$ cat config.mk
export PLATFORM = sky130hd
export DESIGN_NAME = color_shuffler_flat
export DESIGN_NICKNAME = d
export VERILOG_FILES = /design/src/rtl/color_shuffler_if.sv /design/src/rtl/color_shuffler.sv /design/src/flat_wrapper.sv
export SDC_FILE = /design/constraint.sdc
export NUM_CORES = 1
export LEC_CHECK = 0
export ABC_AREA = 1
export BUFFER_PORTS_ARGS = -buffer_cell sky130_fd_sc_hd__buf_2
export CAP_MARGIN = 10
export CELL_PAD_IN_SITES_DETAIL_PLACEMENT = 1
export CELL_PAD_IN_SITES_GLOBAL_PLACEMENT = 2
export CORE_MARGIN = 4
export CORE_UTILIZATION = 33
export CTS_CLUSTER_SIZE = 40
export DETAILED_ROUTE_END_ITERATION = 8
export PLACE_DENSITY = 0.76
export SYNTH_ARGS = -nofsm -noshare
export SYNTH_HDL_FRONTEND = slang
export SYNTH_SLANG_ARGS = --single-unit
$ cat constraint.sdc
create_clock -name clk -period 2.25 [get_ports clk]
set_clock_uncertainty 0.15 [all_clocks]
set_input_delay 0.3375 -clock clk [delete_from_list [all_inputs] [get_ports clk]]
set_output_delay 0.3375 -clock clk [all_outputs]
set_load 0.1 [all_outputs]
$ cat src/rtl/color_shuffler_if.sv
// color_shuffler_if: round request/handshake and registered colour results
interface color_shuffler_if #(
  parameter int NUM_PLATS = 4,
  parameter int COLOR_W = 3
);
  localparam int IW = NUM_PLATS > 1 ? $clog2(NUM_PLATS) : 1;
  logic req;
  logic busy;
  logic done;
  logic [COLOR_W-1:0] ball_color;
  logic [NUM_PLATS*COLOR_W-1:0] plat_colors;
  logic [IW-1:0] match_idx;
  modport master (output req, input busy, done, ball_color, plat_colors, match_idx);
  modport slave (input req, output busy, done, ball_color, plat_colors, match_idx);
endinterface

$ cat src/rtl/color_shuffler.sv
// color_shuffler: picks ball colour, target slot and platform colours; COLOR_SHUFFLER_DISTINCT_EN makes all slots distinct
module color_shuffler #(
  parameter int NUM_PLATS = 4,
  parameter int COLOR_W = 3,
  parameter logic [15:0] SEED = 16'hACE1
) (
  input logic clk,
  input logic resetn,
  color_shuffler_if.slave bus
);
  localparam int IW = NUM_PLATS > 1 ? $clog2(NUM_PLATS) : 1;
  localparam logic [15:0] SEED_EFF = SEED == 16'd0 ? 16'hACE1 : SEED;
  localparam logic [IW:0] NP = (IW+1)'(NUM_PLATS);
  localparam logic [IW-1:0] LAST = IW'(NUM_PLATS - 1);
`ifdef COLOR_SHUFFLER_DISTINCT_EN
  if (NUM_PLATS > 2**COLOR_W - 1) begin : g_too_many_plats
    $error("distinct mode needs NUM_PLATS <= 2**COLOR_W - 1");
  end
`endif
  typedef enum logic [2:0] {IDLE, BALL, POS, FILL, DONE} state_t;
  state_t state, state_nx;
  logic [15:0] lfsr;
  logic [COLOR_W-1:0] cand, probe, ball, commit_val;
  logic first, at_target, plat_ok, dup, commit, last;
  logic [IW-1:0] idx, target, pos;
  logic [IW:0] pos_ext;
  logic [NUM_PLATS*COLOR_W-1:0] stage, stage_nx;
  always_comb begin
    probe = first ? lfsr[COLOR_W-1:0] : cand + 1'b1;
    at_target = idx == target;
    last = idx == LAST;
    dup = 1'b0;
`ifdef COLOR_SHUFFLER_DISTINCT_EN
    for (int j = 0; j < NUM_PLATS; j++)
      if (j < int'(idx) && stage[j*COLOR_W +: COLOR_W] == probe) dup = 1'b1;
`endif
    plat_ok = probe != '0 && probe != ball && !dup;
    commit = state == BALL ? probe != '0 : state == FILL && (at_target || plat_ok);
    commit_val = at_target ? ball : probe;
    stage_nx = stage;
    if (state == FILL && commit) stage_nx[idx*COLOR_W +: COLOR_W] = commit_val;
    pos_ext = {1'b0, lfsr[IW-1:0]};
    pos = pos_ext >= NP ? IW'(pos_ext - NP) : lfsr[IW-1:0];
  end
  always_comb begin
    state_nx = state;
    bus.busy = state == BALL || state == POS || state == FILL;
    bus.done = state == DONE;
    case (state)
      IDLE: state_nx = bus.req ? BALL : IDLE;
      BALL: state_nx = commit ? POS : BALL;
      POS: state_nx = FILL;
      FILL: state_nx = commit && last ? DONE : FILL;
      default: state_nx = IDLE;
    endcase
  end
  always_ff @(posedge clk) state <= !resetn ? IDLE : state_nx;
  always_ff @(posedge clk) begin
    if (!resetn) begin
      lfsr <= SEED_EFF;
      cand <= '0;
      first <= 1'b1;
      ball <= '0;
      idx <= '0;
      target <= '0;
      stage <= '0;
      bus.ball_color <= '0;
      bus.plat_colors <= '0;
      bus.match_idx <= '0;
    end else begin
      lfsr <= {1'b0, lfsr[15:1]} ^ (lfsr[0] ? 16'hB400 : 16'h0000);
      if (state == BALL || (state == FILL && !at_target)) begin
        cand <= probe;
        first <= commit;
      end
      if (state == BALL && commit) ball <= probe;
      if (state == POS) begin
        target <= pos;
        idx <= '0;
      end
      if (state == FILL && commit) begin
        stage <= stage_nx;
        idx <= idx + 1'b1;
      end
      if (state == FILL && commit && last) begin
        bus.ball_color <= ball;
        bus.plat_colors <= stage_nx;
        bus.match_idx <= target;
      end
    end
  end
endmodule
$ cat src/flat_wrapper.sv
// flat-port wrapper written by rule: the top's interface ports become plain ports
module color_shuffler_flat 
#(
  parameter int NUM_PLATS = 4,
  parameter int COLOR_W = 3,
  parameter logic [15:0] SEED = 16'hACE1
)
  (clk, resetn, bus_req, bus_busy, bus_done, bus_ball_color, bus_plat_colors, bus_match_idx);
  color_shuffler_if #(.NUM_PLATS(NUM_PLATS), .COLOR_W(COLOR_W)) bus_i ();
  input logic clk;
  input logic resetn;
  input wire logic [$bits(bus_i.req)-1:0] bus_req;
  output wire logic [$bits(bus_i.busy)-1:0] bus_busy;
  output wire logic [$bits(bus_i.done)-1:0] bus_done;
  output wire logic [$bits(bus_i.ball_color)-1:0] bus_ball_color;
  output wire logic [$bits(bus_i.plat_colors)-1:0] bus_plat_colors;
  output wire logic [$bits(bus_i.match_idx)-1:0] bus_match_idx;
  assign bus_i.req = bus_req;
  assign bus_busy = bus_i.busy;
  assign bus_done = bus_i.done;
  assign bus_ball_color = bus_i.ball_color;
  assign bus_plat_colors = bus_i.plat_colors;
  assign bus_match_idx = bus_i.match_idx;
  color_shuffler #(.NUM_PLATS(NUM_PLATS), .COLOR_W(COLOR_W), .SEED(SEED)) u_core (.clk(clk), .resetn(resetn), .bus(bus_i));
endmodule
==> results of run 1 <==
## placed cells by master (no fill, tap or decap)
| cell type | n |
|---|---|
| nand3_4 | 1 |
| nand3_1 | 22 |
| nand2_1 | 91 |
| inv_2 | 2 |
| nand3_2 | 3 |
| inv_1 | 49 |
| ha_1 | 6 |
| a21oi_1 | 28 |
| nor2_1 | 29 |
| nand2_4 | 1 |
| bufinv_16 | 1 |
| or2_1 | 1 |
| buf_2 | 21 |
| clkinv_8 | 1 |
| or2_2 | 4 |
| dfxtp_1 | 56 |
| xnor2_1 | 3 |
| clkinv_1 | 1 |
| o21ai_2 | 4 |
| clkinv_4 | 2 |
| o21ai_0 | 12 |
| nor3_2 | 2 |
| nand4_1 | 3 |
| buf_4 | 18 |
| and2_1 | 1 |
| nand2_8 | 1 |
| nand2_2 | 4 |
| a21oi_2 | 3 |
| clkbuf_8 | 5 |
| nor3_1 | 3 |
| o21ai_1 | 5 |
## final cells by class
type | count | area (µm²) | share of cell area
Multi-Input combinational cell | 227 | 1144 | 0.3868
Sequential cell | 56 | 1121 | 0.3792
Timing Repair Buffer | 39 | 240.2 | 0.08125
Inverter | 53 | 211.5 | 0.07152
Tap cell | 99 | 123.9 | 0.04190
Clock buffer | 5 | 68.82 | 0.02328
Clock inverter | 3 | 47.55 | 0.01608
## worst max-delay path, delay by kind of cell (launching register included)
kind	cells	cell delay, ns
and+or+nand+nor	9	0.78
DFF	1	0.34
buffers and inverters	2	0.27
adders and majority gates	1	0.21
AOI/OAI and AO/OA	2	0.20
## cell usage after synthesis, types with 2 or more instances
| master | number | area share |
|---|---|---|
| a21oi_1 | 28 | 0.056 |
| a21oi_2 | 3 | 0.011 |
| buf_8 | 2 | 0.012 |
| clkbuf_1 | 4 | 0.0060 |
| dfxtp_1 | 56 | 0.45 |
| ha_1 | 6 | 0.030 |
| inv_1 | 49 | 0.074 |
| inv_2 | 2 | 0.0030 |
| nand2_1 | 92 | 0.14 |
| nand2_2 | 3 | 0.0075 |
| nand2_4 | 2 | 0.0090 |
| nand3_1 | 23 | 0.046 |
| nand4_1 | 3 | 0.0075 |
| nor2_1 | 29 | 0.043 |
| nor3_1 | 4 | 0.0080 |
| o21ai_0 | 15 | 0.030 |
| o21ai_1 | 2 | 0.0040 |
| o21ai_2 | 4 | 0.014 |
| or2_2 | 4 | 0.010 |
| xnor2_1 | 3 | 0.011 |
## sequential cells by signal, summed over array words and instances (netlist names)
name,flops
u_core.target,2
u_core.state,3
u_core.bus.plat_colors,12
u_core.cand,3
u_core.idx,2
u_core.bus.ball_color,3
u_core.ball,3
u_core.bus.match_idx,2
u_core.first,1
u_core.lfsr,16
u_core.stage,9
## per-layer routing
| layer | track usage | vias up | wire [µm] | share of wire |
|---|---|---|---|---|
| li1 | - | 1144 | - | - |
| met1 | 0.1967 | 1036 | 3230 | 0.52 |
| met2 | 0.2391 | 23 | 2731 | 0.44 |
| met3 | 0.02684 | 6 | 139 | 0.023 |
| met4 | 0.03966 | 0 | 68 | 0.011 |
| met5 | 0 | - | 0 | 0 |
## logic make-up after synthesis
| group | count (synthesis) |
|---|---|
| simple gates | 165 |
| buf+inv | 62 |
| flops | 56 |
| compound gates | 52 |
| fa+ha+maj | 6 |
| xor+xnor | 3 |
## worst max path at each step
stage	slack (ns)	from	depth (start not counted)	to
finish	0.19	u_core.cand[0]	14	u_core.bus.plat_colors[11]
global route	0.006	u_core.cand[0]	15	u_core.bus.plat_colors[4]
CTS	0.02	u_core.cand[0]	11	u_core.bus.plat_colors[9]
detailed placement	0.03	u_core.cand[0]	11	u_core.bus.plat_colors[9]
global placement	0.07	u_core.cand[0]	11	u_core.bus.plat_colors[9]
floorplan	0.09	u_core.state[1]	2	bus_busy
## metrics by stage
stage          hold WS, ns  instance area, µm²  setup WS [ns]  instances  power (mW)
2_1_floorplan       0.2405                2507        0.08894        344       1.380
3_5_place_dp        0.2500                2766        0.03028        468       1.489
6_report            0.1992                2957         0.1886        482       2.156
4_1_cts             0.2021                2885        0.02497        476       2.190
5_1_grt             0.2258                2957       0.005771        482       2.291
3_3_place_gp        0.2433                2766        0.06790        468       1.482
## what timing repair did
item | 4_1_cts | 5_1_grt
hold buffers | 0 | 0
buffers inserted | 0 | 5
gates resized for setup | 1 | 8
gates cloned | 0 | 1
endpoints found under the setup margin | 1 | 25
## report_power, final
group          total [mW]  switching (mW)  internal (mW)
Combinational       0.396           0.274          0.122
Clock               0.687           0.351          0.336
Sequential           1.07          0.0351           1.04
Total                2.16           0.660           1.50
==> reports/results.ini, run 1 <==
[cts]
clock_sinks = 56
cts_max_path_buffers = 2
clk_pin_slew_ns = 0.11
root_buffer = clkbuf_8
cts.htree.levels = 2
cts_tree = built
cts_buffers = 5
clk_latency_ns = 0.31

[min_path]
min_from = resetn
min_path_cells = 3
min_to = u_core.lfsr[7]
hp-class = input port to register

[timing]
slew_viol_final = 0
setup_violations = 0
report.final.hold_viol_count = 0
finalCritPeriodShare = 0.9162
setup_tns_ns = 0
grt_setup_unrepaired = false
fmax_mhz = 485.1
worst-slew-pin-transition_ns = 0.6885
slew_headroom = 0.5385
post-route-min-period_ns = 2.061

[placed_design]
dp_hpwl_um = 4515
io_buffers = 21
place_congestion = 0.7699

[yosys]
syn-num-nets = 353
syn_avg_cell_area_um2 = 7.274
yosysSeqAreaShare = 0.4480
synth-simple-area-share = 0.2895
yosys.area_share.adder = 0.03000
synthMuxAreaShare = 0
ys_types = 30
syn-cell-area_um2 = 2502
ys_seq_elements = 56
synthCells = 344
yosys_warnings = 0
synth_compound_area_frac = 0.1145
synth_top_family_by_area = simple AND/OR/NAND/NOR gates
ys_async_sr_fraction = 0
synth-edff-count = 0
synth-xor-area-share = 0.01050
synth_ff_type = dfxtp_1

[global_route]
grt_util_all_layers = 0.1460
grt_max_degree = 22
first_global_vias = 2223
antenna_found_initial = 0
grt_pass1_wl_um = 10410
overflow = 0

[setup_path]
cp-end-kind = register
reg2reg_setup_slack_ns = 0.19
crit_top_cell = nand2_1
rr_startpoint = u_core.cand[0]
reg2reg_depth = 14
critPathSlowestCell = dfxtp_1
path_class = register to register
cp_max_fo = 6
cp.required_ns = 2.30
cp_slowest_stage_delay_ns = 0.34
worstSetupStartpointType = register
critPathArrivalTime_ns = 2.12
timing.rr.end = u_core.bus.plat_colors[11]
crit_chain = ha_1 > inv_1 > nand2_1 > nand2_1 > nand2_1 > nand2_2 > nand2_1 > nand3_2 > nand2_2 > nand2_4 > nand3_4 > buf_4 > o21ai_0 > a21oi_1

[floorplan]
die_w_um = 95.08
ios = 22
die_h_um = 95.08
die_area_um2 = 9040
start_util = 0.3414
core-area_um2 = 7331
floorplan.rows = 31

[power]
vdd_ir_drop_max_v = 0.0002727
leakagePower_nw = 1.360
p_per_area_nw_per_um2 = 729.3

[finish]
drive_above_1_share = 0.1906
fin_nets = 391
area_growth_pct = 18.15
fin_util = 0.4033
fill_cells = 942
antenna_cells = 0

[route]
drc_errors = 0
drt-initial-drc-count = 47
wl_per_cell_um = 12.80
dr.pass1.iters = 4
viasPerCell = 4.583
routed_wl_um = 6168
vias = 2209
ant_nets = 0

[job]
cap_violations = 0

[outcome]
status = finished, final reports clean

No activity file was read; power rests on OpenSTA's default activity.
==> inputs of run 2 (changes only) <==
CELL_PAD_IN_SITES_GLOBAL_PLACEMENT = 1   (was 2)
CORE_UTILIZATION = 42   (was 33)
SLEW_MARGIN = 20   (was default)
==> run 2 against run 1 <==
Effect of this change: non-clock buffer count down 7; critical path depth decreased by 3; core utilization increased by 10 points; die area shrank 20%; register-to-register slack lost 0.06 ns; worst setup slack worse by 0.059 ns; maximum frequency decreased by 2.8%; cell count decreased by 7.3%; first-iteration DRC count grew to 2.5 times the previous value; worst hold slack better by 0.058 ns; final area fell by 4.0%; largest power group unchanged.
==> reports/results.ini, run 2 (synthesized netlist as in run 1, its figures left out) <==
[outcome]
status = finished, final reports clean

[placed_design]
dp_cells = 436
place_area_um2 = 2695
dp_hpwl_um = 4166
io_buffers = 21
preCtsSetupSlack_ns = 0.1085
place_congestion = 0.8305

[setup_path]
cp_max_fo = 6
path_buf_inv = 2
cp-end-kind = register
crit_family = simple AND/OR/NAND/NOR gates
cp_slowest_stage_delay_ns = 0.34
reg2reg_setup_slack_ns = 0.13
critPathArrivalTime_ns = 2.19
crit_chain = ha_1 > nand2_1 > nand2_1 > inv_1 > nand3_1 > nand2_2 > nand2_4 > nand3_4 > buf_4 > o21ai_0 > a21oi_1
critPathSlowestCell = dfxtp_1
cp.required_ns = 2.32
crit_top_cell = nand2_1
path_class = register to register
worstSetupStartpointType = register

[power]
vdd_ir_drop_max_v = 0.0004189
finalPower_mw = 2.048
p_per_area_nw_per_um2 = 721.4
leakagePower_nw = 1.321

[cts]
clock_sinks = 56
cts.htree.levels = 2
clk_pin_slew_ns = 0.10
cts_buffers = 5
postCtsHoldBufs = 0
cts_tree = built
cts_max_path_buffers = 2
clk_latency_ns = 0.32
root_buffer = clkbuf_8

[timing]
fmax_mhz = 471.6
setup_ws_ns = 0.1297
worst-slew-pin-transition_ns = 0.5957
slew_viol_final = 0
setup_violations = 0
finalCritPeriodShare = 0.9424
slew_headroom = 0.6007
hold_ws_ns = 0.2567
report.final.hold_viol_count = 0
setup_tns_ns = 0
post-route-min-period_ns = 2.120

[global_route]
overflow = 0
grt_pass1_wl_um = 10120
grt_util_all_layers = 0.1726
grt_max_degree = 36
first_global_vias = 2168
antenna_found_initial = 0

[finish]
layout.cells.non_filler = 447
final_common_cell = nand2_1
area_growth_pct = 13.45
fin_util = 0.5032
drive_above_1_share = 0.1733
final_cell_mix = 92 x nand2_1, 55 x dfxtp_1, 49 x inv_1
final_area_um2 = 2839
fin_nets = 383
largest_reg_flops = 16
top_register = u_core.lfsr
antenna_cells = 0
reg.largest.list = u_core.lfsr (16), u_core.bus.plat_colors (12), u_core.stage (9)

[route]
ant_nets = 0
vias = 2186
viasPerCell = 4.890
wl_per_cell_um = 13.58
drt-initial-drc-count = 118
drc_errors = 0
routed_wl_um = 6071
dr.pass1.iters = 4

[job]
cap_violations = 0

[floorplan]
die_area_um2 = 7257
start_util = 0.4436
ios = 22
core-area_um2 = 5642
die_w_um = 85.19
floorplan.rows = 27
die_h_um = 85.19

[min_path]
hp-class = input port to register

## run 2: cell count changes in the layout (fill, tap and decap cells not counted), sizes merged
cell    previous run  this run
buf               39        32
bufinv             1         0
clkinv             4         3
inv               51        53
nand3             26        25
## run 2: worst min-delay path: stages
cell	delay [ns]
buf_2	0.09
nand3_1	0.07
o21ai_0	0.08
inv_1	0.05
a21oi_1	0.06
## run 2: metal layers
metal / vias to the layer above / global-route usage / wire length (µm)
met5: - / 0 / 0
met4: 0 / 0.06187 / 110
met3: 10 / 0.03786 / 280
met2: 41 / 0.2839 / 2823
met1: 1013 / 0.2219 / 2857
li1: 1122 / - / -
## run 2: report_power, final
| group | internal (mW) | total, mW | switching, mW |
|---|---|---|---|
| clock network | 0.224 | 0.578 | 0.354 |
| logic | 0.116 | 0.394 | 0.278 |
| registers | 1.04 | 1.08 | 0.0372 |
## run 2: layout make-up
| type | instances | area, µm² |
|---|---|---|
| repair buffers | 32 | 200.2 |
| flip-flops and latches | 56 | 1122 |
| clock inverters | 3 | 22.52 |
| clock buffers | 5 | 68.82 |
| multi-input cells | 226 | 1129 |
| inverters | 53 | 206.4 |
| well taps | 72 | 90.09 |
| fillers | 739 | 2803 |
## run 2: path summary, 6_finish.rpt
path / start / end / cells after the start
worst max-delay path: u_core.cand[0] / u_core.bus.plat_colors[11] / 11
worst min register to register: u_core.lfsr[9] / u_core.lfsr[8] / 2
worst min-delay path: bus_req / u_core.state[0] / 5
worst max register to register: u_core.cand[0] / u_core.bus.plat_colors[11] / 11
## run 2: what timing repair did
action	CTS	global route
buffers inserted	0	3
resized for setup	0	5
endpoints found under the hold margin	0	0
setup endpoints to repair	0	20
